`src/rtl/shft_rx8bit.sv`:
```
// Serial-to-parallel receiver for the shift link; optional trailing even parity bit under RX_PARITY_EN.
// Latency: q/q_valid update on the edge that samples the last frame bit.
// Backpressure: q is held until q_valid & q_ready; a completion while q is still pending drops the new word and sets sticky ovr.
module shft_rx8bit #(
  parameter int WIDTH     = 8,
  parameter bit MSB_FIRST = 1'b1
) (
  input  logic             clk,
  input  logic             rst,
  input  logic             start,
  input  logic             shft,
  input  logic             sin,
  output logic [WIDTH-1:0] q,
  output logic             q_valid,
  input  logic             q_ready,
  output logic             busy,
  output logic             ovr,
  input  logic             ovr_clr,
  output logic             par_err
);

`ifdef RX_PARITY_EN
  localparam int FRAME_BITS = WIDTH + 1;
`else
  localparam int FRAME_BITS = WIDTH;
`endif
  localparam int CW = $clog2(WIDTH + 2);

  localparam logic [0:0] IDLE  = 1'b0;
  localparam logic [0:0] SHIFT = 1'b1;

  logic [0:0]       state;
  logic [CW-1:0]    cnt;
  logic [WIDTH-1:0] sr;
  logic [WIDTH-1:0] sr_nxt;
  logic [WIDTH-1:0] word;
  logic             done;
  logic             load;

  always_comb begin
    sr_nxt = sr;
    if (MSB_FIRST) sr_nxt = {sr[WIDTH-2:0], sin};
    else           sr_nxt = {sin, sr[WIDTH-1:1]};
  end

  // start outranks a simultaneous shft, so it suppresses completion too
  assign done = (state == SHIFT) && !start && shft && (cnt == CW'(FRAME_BITS - 1));
  assign load = done && (!q_valid || q_ready);
  assign busy = (state == SHIFT);

`ifdef RX_PARITY_EN
  // last strobe carries the parity bit; the data word is already complete in sr
  assign word = sr;
`else
  assign word = sr_nxt;
`endif

  always_ff @(posedge clk) begin
    if (rst) begin
      state <= IDLE;
      cnt   <= '0;
      sr    <= '0;
    end else begin
      case (state)
        IDLE: begin
          if (start) begin
            state <= SHIFT;
            cnt   <= '0;
            sr    <= '0;
          end
        end
        SHIFT: begin
          if (start) begin
            cnt <= '0;
            sr  <= '0;
          end else if (shft) begin
            if (done) begin
              state <= IDLE;
              cnt   <= '0;
            end else begin
              cnt <= cnt + 1'b1;
            end
            if (cnt < CW'(WIDTH)) sr <= sr_nxt;
          end
        end
        default: state <= IDLE;
      endcase
    end
  end

  always_ff @(posedge clk) begin
    if (rst) begin
      q       <= '0;
      q_valid <= 1'b0;
      ovr     <= 1'b0;
    end else begin
      if (q_valid && q_ready) q_valid <= 1'b0;
      if (load) begin
        q       <= word;
        q_valid <= 1'b1;
      end
      if (ovr_clr) ovr <= 1'b0;
      if (done && q_valid && !q_ready) ovr <= 1'b1;
    end
  end

`ifdef RX_PARITY_EN
  logic par_q;
  always_ff @(posedge clk) begin
    if (rst)       par_q <= 1'b0;
    else if (load) par_q <= (^sr) ^ sin;
  end
  assign par_err = par_q;
`else
  assign par_err = 1'b0;
`endif

endmodule
```
`config.mk`:
```
export PLATFORM = sky130hd
export DESIGN_NAME = shft_rx8bit
export DESIGN_NICKNAME = d
export VERILOG_FILES = /design/src/rtl/shft_rx8bit.sv
export SDC_FILE = /design/constraint.sdc
export NUM_CORES = 1
export LEC_CHECK = 0
export BUFFER_PORTS_ARGS = -buffer_cell sky130_fd_sc_hd__buf_2
export CAP_MARGIN = 15
export CORE_MARGIN = 2
export CORE_UTILIZATION = 55
export DETAILED_ROUTE_END_ITERATION = 10
export PLACE_DENSITY = 0.78
export SLEW_MARGIN = 20
export SYNTH_ARGS = -nofsm -noshare
export SYNTH_HDL_FRONTEND = slang
export SYNTH_SLANG_ARGS = --single-unit
```
`constraint.sdc`:
```
create_clock -name clk -period 3.1 [get_ports clk]
set_input_delay 0.62 -clock clk [delete_from_list [all_inputs] [get_ports clk]]
set_output_delay 0.62 -clock clk [all_outputs]
set_load 0.005 [all_outputs]
```
==> summary.txt, run 1 <==
initial cell density of the core - 59.5%
final WL - 1390 um
largest net degree at the start of global routing - 22
Buf/Inv on CP - 1
Die Height - 44.8 um
cell area after synthesis - 917 um^2
post-layout min period - 1.52 ns
Yosys warning count - 0
synth top area cells - dfxtp_1 (48%), mux2i_1 (16%), nand2b_1 (12%), nor2_1 (4.1%), xor2_1 (1.9%)
gr busiest metal - met2
Sequential Power Share - 61.9%
Inst Count DP - 121
multi-input logic area - 445 um^2
P_sw - 0.0000955 W
initial antenna violation count - 0
Worst EP required - 2.48 ns
final routed DRC violation total - 0
Final Util - 67.1%
Synth Register Bits - 22
sequential area share after synthesis - 48.0%
Diodes inserted - 0
max_cap viols - 0
die width - 44.8 um
grt met2 use - 22.6%
unrepaired setup endpoints after global routing - no
via density per instance - 5.09
Fin. Hold Viols - 0
grt ovf - 0
GR Util All Layers - 15.7%
first-pass GRT wire length - 2310 um
Cell Rows - 14
pwr dens - 447 mW/mm^2
final worst slack - 1.58 ns
Num CTS Buffers - 3
share of cells above drive strength 1 - 23.9%
# hold bufs at CTS - 0
Fmax - 659 MHz
Layout area overhead - 12.8%
vias in the first global route - 547
CTS tree - built
Antenna Violating Nets Remaining - 0
Pleak - 0.433 nW
Clock transition at path regs - 0.12 ns
CTS resizes - 0
Core ar. - 0.00154 mm^2
fin. max-slew vios - 0
Setup Crit Path Kind - reg2out
status - complete, no violations
CP delay by family, top - flip-flops
Clk pwr share - 33.1%
met3 Usage GRT - 4.00%
post-CTS setup repair buffer count - 0
switch share - 20.7%
Power Internal - 0.000367 W
WP data arrival - 0.90 ns
hpwl dp - 1020 um
clk root buf - clkbuf_4
register area - 440 um^2
via count - 636
cell taking the most area after synthesis - dfxtp_1
Layout Cells excl Fill - 125
CP max FO - 6
Crit path largest cell delay - 0.44 ns
I/O pins - 19
share of the synthesized area in the top cell type - 48.0%
Net Count, Synth - 101
clk_lat worst skew - 0.30 ns
IO Port Bufs - 17
Longest Clk Path Bufs - 2
initial drt markers - 2
clock sinks - 22
GR Util met1 - 22.3%
mean cell area of the mapped netlist - 9.86 um^2
type of origin of the critical path - flop
die footprint - 0.00201 mm^2
setup violators final - 0
H-tree levels - 1
Routed wire per std cell - 11.1 um
Critical Path Sink Type - primary output
Hold WC Path Type - reg2reg
clk_skew - 0.00419 ns
Layout fillers - 133
combinational power share - 5.0%
Fin Setup TNS - 0 ns
Slowest cell on crit path - dfxtp_1
1st-pass router iterations - 4
Placement Setup Slack - 1.43 ns
cell count after synthesis - 93
peak supply drop - 0.000240 V
Tcrit/Tclk final - 49.0%
Cell Chain, Critical Path - buf_2
gpl congestion - 0.896
count of cell types in the netlist - 23
# nets final - 118
-- state kept, by name, summed over array words and instances, names as in the netlist --
name and count:
busy 1, q 8, ovr 1, cnt 4
sr 7, q_valid 1
-- per-stage QoR --
step / cell area, um^2 / hold slack, ns / power [W]
after floorplan: 917 / 0.452 / 0.000309
after global placement: 998 / 0.456 / 0.000315
after detailed placement: 998 / 0.462 / 0.000316
after CTS: 1030 / 0.480 / 0.000469
after global routing: 1030 / 0.492 / 0.000482
final: 1030 / 0.479 / 0.000462
-- cell families after synthesis --
kind of cell,synth area share (%)
adders and majority gates,1.36
and+or+nand+nor,25.5
buffers and inverters,3.41
other,0.409
DFF,48.0
muxes,16.4
xor gates and xnor gates,1.91
AOI/OAI and AO/OA,3.00
-- Yosys cell counts --
cell type / n
buf_4: 2
conb_1: 1
or3b_2: 1
a21oi_1: 3
nand2_2: 1
dfxtp_1: 22
nand2b_1: 17
o31ai_1: 1
clkbuf_1: 3
nand3_1: 3
nor2_1: 10
nand2_1: 1
mux2i_1: 15
nor3b_1: 1
ha_1: 1
or2_2: 2
nand3b_1: 1
buf_2: 1
nor3_1: 2
nand4bb_1: 1
xor2_1: 2
o21ai_0: 1
or4_1: 1
-- final timing paths --
kind / start / end / slack (ns) / cells after the start
max: busy / busy / 1.58 / 1
min: q[7] / q[7] / 0.48 / 2
max reg2reg: cnt[0] / q[4] / 1.64 / 5
min reg2reg: q[7] / q[7] / 0.48 / 2
-- final cells by class --
cell class	instances	share of cell area [%]
multi-input combinational	65	43.0
clock buffer	4	3.51
tap	16	1.93
timing repair buffer	18	8.95
sequential	22	42.6
-- metal layers --
| metal | wire (um) | up-vias |
|---|---|---|
| met3 | 69 | 2 |
| met4 | 14 | 0 |
| li1 | - | 340 |
| met5 | 0 | - |
| met2 | 554 | 13 |
| met1 | 747 | 281 |
-- power by group through the flow --
stage	registers [W]	clock network (W)	logic, W
finish	0.000286	0.000153	0.0000231
global route	0.000287	0.000170	0.0000254
CTS	0.000286	0.000160	0.0000229
detailed placement	0.000293	0	0.0000229
global placement	0.000293	0	0.0000226
floorplan	0.000292	0	0.0000169
-- placed cells by master (no fill, tap or decap), drive strengths merged, types with 2 or more instances in the layout --
master  count
nor2       10
nand2b     17
clkbuf      4
buf        18
nand2       2
dfxtp      22
a21oi       3
or2         2
mux2i      15
nand3       3
xor2        2
nor3        2
(Power assumes the default switching activity.)
==> inputs of run 2 (changes only) <==
Settings changed: CORE_UTILIZATION 55 to 51, PLACE_DENSITY 0.78 to 0.73.
Clock period 3.1 ns to 1.6 ns, I/O delays scaled along.
==> run 2 against run 1 <==
Effect of this change:
- register-to-register slack lost 1.5 ns
- via count grew 0.94%
- cell count grew 7.2%
- cell area grew 2.7%
- largest power group unchanged
- setup slack lost 1.4 ns
- sequential share of layout area shrank 1.1 points
- power grew 120%
- sequential cell count is the same
- clock skew grew 0.0071 ns
- routed wire length grew 7.9%
- global-route usage grew 0.95 points
- core utilization shrank 4.9 points
- highest routed layer unchanged
==> summary.txt, run 2 (synthesized netlist as in run 1, its figures left out) <==
fin. max-slew vios - 0
# nets final - 118
Core ar. - 0.00171 mm^2
Final Util - 62.2%
post-CTS setup repair buffer count - 0
Biggest register - q
final WL - 1500 um
R2R Setup Slk - 0.16 ns
hpwl dp - 1090 um
pwr dens - 956 mW/mm^2
Cell Chain, Critical Path - ha_1 -> nand4bb_1 -> nor3b_1 -> buf_4 -> mux2i_1
Hold WC Path Type - in2reg
Cell Rows - 15
die footprint - 0.00215 mm^2
Critical Path Sink Type - flop
status - complete, no violations
peak supply drop - 0.000638 V
Worst R2R End - q[7]
share of cells above drive strength 1 - 23.9%
Die Height - 46.4 um
Hold Path End - sr[0]
I/O pins - 19
Fmax - 695 MHz
via count - 642
CP max FO - 8
Worst EP required - 1.84 ns
1st-pass router iterations - 4
CTS tree - built
final routed DRC violation total - 0
Pleak - 0.439 nW
Antenna Violating Nets Remaining - 0
gpl congestion - 0.738
biggest regs - q (8), sr (7), cnt (4)
worst r2r src - cnt[0]
first-pass GRT wire length - 2520 um
max reg flops - 8
max_cap viols - 0
type of origin of the critical path - flop
vias in the first global route - 600
H-tree levels - 1
grt ovf - 0
post-layout min period - 1.44 ns
CTS resizes - 0
Hold Startpoint - sin
Fin Setup TNS - 0 ns
R2R depth - 5
Buf/Inv on CP - 1
initial antenna violation count - 0
Slowest cell on crit path - dfxtp_1
CP delay by family, top - flip-flops
IO Port Bufs - 17
die width - 46.4 um
# hold bufs at CTS - 0
commonest non-fill, non-tap cell in the layout - dfxtp_1
most frequent cells in the layout - dfxtp_1 (22), nand2b_1 (17), buf_2 (17)
clk_skew - 0.0113 ns
largest net degree at the start of global routing - 22
Tcrit/Tclk final - 89.9%
WP data arrival - 1.68 ns
GR Util All Layers - 16.7%
Clock transition at path regs - 0.12 ns
unrepaired setup endpoints after global routing - no
setup violators final - 0
clk_lat worst skew - 0.30 ns
Setup Crit Path Kind - reg2reg
Routed wire per std cell - 11.2 um
clk root buf - clkbuf_4
Num CTS Buffers - 3
Worst Hold Depth - 3
via density per instance - 4.79
Diodes inserted - 0
Fin. Hold Viols - 0
clock sinks - 22
Crit path largest cell delay - 0.39 ns
Longest Clk Path Bufs - 2
initial cell density of the core - 53.7%
Layout area overhead - 15.8%
initial drt markers - 8
-- run 2: per-layer routing --
metal,vias to the layer above,wire length (um),GRT usage (%)
met4,0,19,8.57
li1,343,-,-
met2,12,716,27.8
met1,283,710,20.0
met3,4,50,3.53
met5,-,0,0
-- run 2: worst register-to-register path, cell delays in order, from the launching register on --
cell	delay (ns)
dfxtp_1	0.39
ha_1	0.20
nand4bb_1	0.15
nor3b_1	0.21
buf_4	0.23
mux2i_1	0.21
-- run 2: metrics by stage --
stage                     std cells  instance area [um^2]  worst slack [ns]  power (W)  hold slack [ns]
after detailed placement        130                  1010             0.192   0.000613            0.459
after CTS                       134                  1060             0.127    0.00102            0.275
after global placement          130                  1010             0.249   0.000611            0.456
final                           134                  1060             0.161    0.00102            0.278
after global routing            134                  1060            0.0402    0.00106            0.260
after floorplan                  93                   917             0.333   0.000599            0.452
-- run 2: area by class of cell --
cell class,instances,area (um^2)
clock inverter,1,30.0
timing repair buffer,18,92.6
fill,156,646
multi-input combinational,65,445
clock buffer,3,22.5
sequential,22,440
tap,25,31.3
-- run 2: power breakdown --
group	switching, W	leakage [nW]	total [W]	internal (W)
registers	0.00000421	0.178	0.000555	0.000551
clock network	0.000162	0.0279	0.000416	0.000253
logic	0.0000238	0.234	0.0000449	0.0000211
total	0.000190	0.439	0.00102	0.000825
-- run 2: worst max-delay path by stage --
stage	from	endpoint	slack [ns]	cells after the start
after floorplan	cnt[0]	q[0]	0.33	5
after global placement	cnt[0]	q[7]	0.25	5
after detailed placement	cnt[0]	q[6]	0.19	5
after CTS	cnt[0]	q[7]	0.13	5
after global routing	cnt[0]	q[7]	0.04	5
final	cnt[0]	q[7]	0.16	5
==> inputs of run 3 (changes only) <==
Settings changed: MAX_ROUTING_LAYER set to met4.
==> run 3 against run 2 <==
Effect of this change:
- critical path depth unchanged
- sequential power barely moved
- combinational power about the same
==> summary.txt, run 3 (synthesized netlist as in run 1, its figures left out) <==
I/O pins - 19
CTS tree - built
fin. max-slew vios - 0
IO Port Bufs - 17
Placement Setup Slack - 0.192 ns
WP data arrival - 1.68 ns
vias in the first global route - 599
via density per instance - 4.78
initial cell density of the core - 53.7%
Worst Hold Depth - 3
Worst EP required - 1.84 ns
peak supply drop - 0.000637 V
Layout fillers - 156
Biggest register - q
Final Util - 62.2%
CTS resizes - 0
final WL - 1490 um
P_sw - 0.000190 W
Fin Setup TNS - 0 ns
GR Util met1 - 20.2%
clk root buf - clkbuf_4
unrepaired setup endpoints after global routing - no
H-tree levels - 1
# nets final - 118
max_cap viols - 0
1st-pass router iterations - 2
initial antenna violation count - 0
R2R Setup Slk - 0.16 ns
Core ar. - 0.00171 mm^2
Setup Crit Path Kind - reg2reg
gr busiest metal - met2
commonest non-fill, non-tap cell in the layout - dfxtp_1
final routed DRC violation total - 0
Pleak - 0.439 nW
pwr dens - 955 mW/mm^2
Power Internal - 0.000825 W
Diodes inserted - 0
Sequential Power Share - 54.7%
post-layout min period - 1.44 ns
Longest Clk Path Bufs - 2
most frequent cells in the layout - dfxtp_1 (22), nand2b_1 (17), buf_2 (17)
die footprint - 0.00215 mm^2
R2R depth - 5
first-pass GRT wire length - 2530 um
die width - 46.4 um
Inst Count DP - 130
biggest regs - q (8), sr (7), cnt (4)
post-CTS setup repair buffer count - 0
Fin. Hold Viols - 0
max reg flops - 8
via count - 640
gpl congestion - 0.748
largest net degree at the start of global routing - 22
type of origin of the critical path - flop
grt ovf - 0
Layout Cells excl Fill - 134
Fmax - 696 MHz
combinational power share - 4.4%
switch share - 18.7%
Tcrit/Tclk final - 89.8%
Hold WC Path Type - in2reg
clk_skew - 0.0104 ns
share of cells above drive strength 1 - 23.9%
Clk pwr share - 40.9%
setup violators final - 0
Cell Rows - 15
clk_lat worst skew - 0.30 ns
clock sinks - 22
Antenna Violating Nets Remaining - 0
hpwl dp - 1090 um
# hold bufs at CTS - 0
Critical Path Sink Type - flop
status - complete, no violations
CP max FO - 8
met3 Usage GRT - 3.53%
GR Util All Layers - 17.2%
Num CTS Buffers - 3
final worst slack - 0.163 ns
Routed wire per std cell - 11.1 um
Clock transition at path regs - 0.12 ns
Final Power - 0.00101 W
initial drt markers - 11
Die Height - 46.4 um
Layout area overhead - 15.8%
grt met2 use - 27.8%
==> run 3: cell counts in the layout (fill, tap and decap cells not counted) <==
Identical to the previous run, type by type.
==> run 3: final cells by class <==
| class | instances | area [um^2] | share of cell area, % |
|---|---|---|---|
| sequential | 22 | 440 | 41.5 |
| clock buffer | 3 | 22.5 | 2.12 |
| multi-input combinational | 65 | 445 | 41.9 |
| timing repair buffer | 18 | 92.6 | 8.72 |
| clock inverter | 1 | 30.0 | 2.83 |
| tap | 25 | 31.3 | 2.94 |
==> run 3: worst paths after layout <==
check	end	from
worst min register to register	q[2]	q[2]
worst min-delay path	sr[0]	sin
worst max-delay path	q[7]	cnt[0]
worst max register to register	q[7]	cnt[0]
==> run 3: per-stage QoR <==
stage                     cell area, um^2  hold WS, ns
after global routing                 1060        0.260
after global placement               1010        0.456
final                                1060        0.278
after floorplan                       917        0.452
after CTS                            1060        0.275
after detailed placement             1010        0.459
==> run 3: power by group through the flow <==
| stage | clock network [W] | logic, W | registers [W] |
|---|---|---|---|
| after global routing | 0.000452 | 0.0000499 | 0.000556 |
| final | 0.000415 | 0.0000449 | 0.000555 |
| after floorplan | 0 | 0.0000327 | 0.000567 |
| after detailed placement | 0 | 0.0000455 | 0.000567 |
| after CTS | 0.000424 | 0.0000455 | 0.000555 |
| after global placement | 0 | 0.0000437 | 0.000567 |
==> run 3: metal layers <==
metal | vias up | part of all wire, %
met2 | 12 | 48
met1 | 282 | 47
met5 | - | 0
li1 | 342 | -
met4 | 0 | 1.3
met3 | 4 | 3.4
==> run 3: worst max-delay path, cell delays in order, from the launching register on <==
cell and delay (ns):
dfxtp_1 0.38, ha_1 0.20, nand4bb_1 0.15, nor3b_1 0.21
buf_4 0.23, mux2i_1 0.21
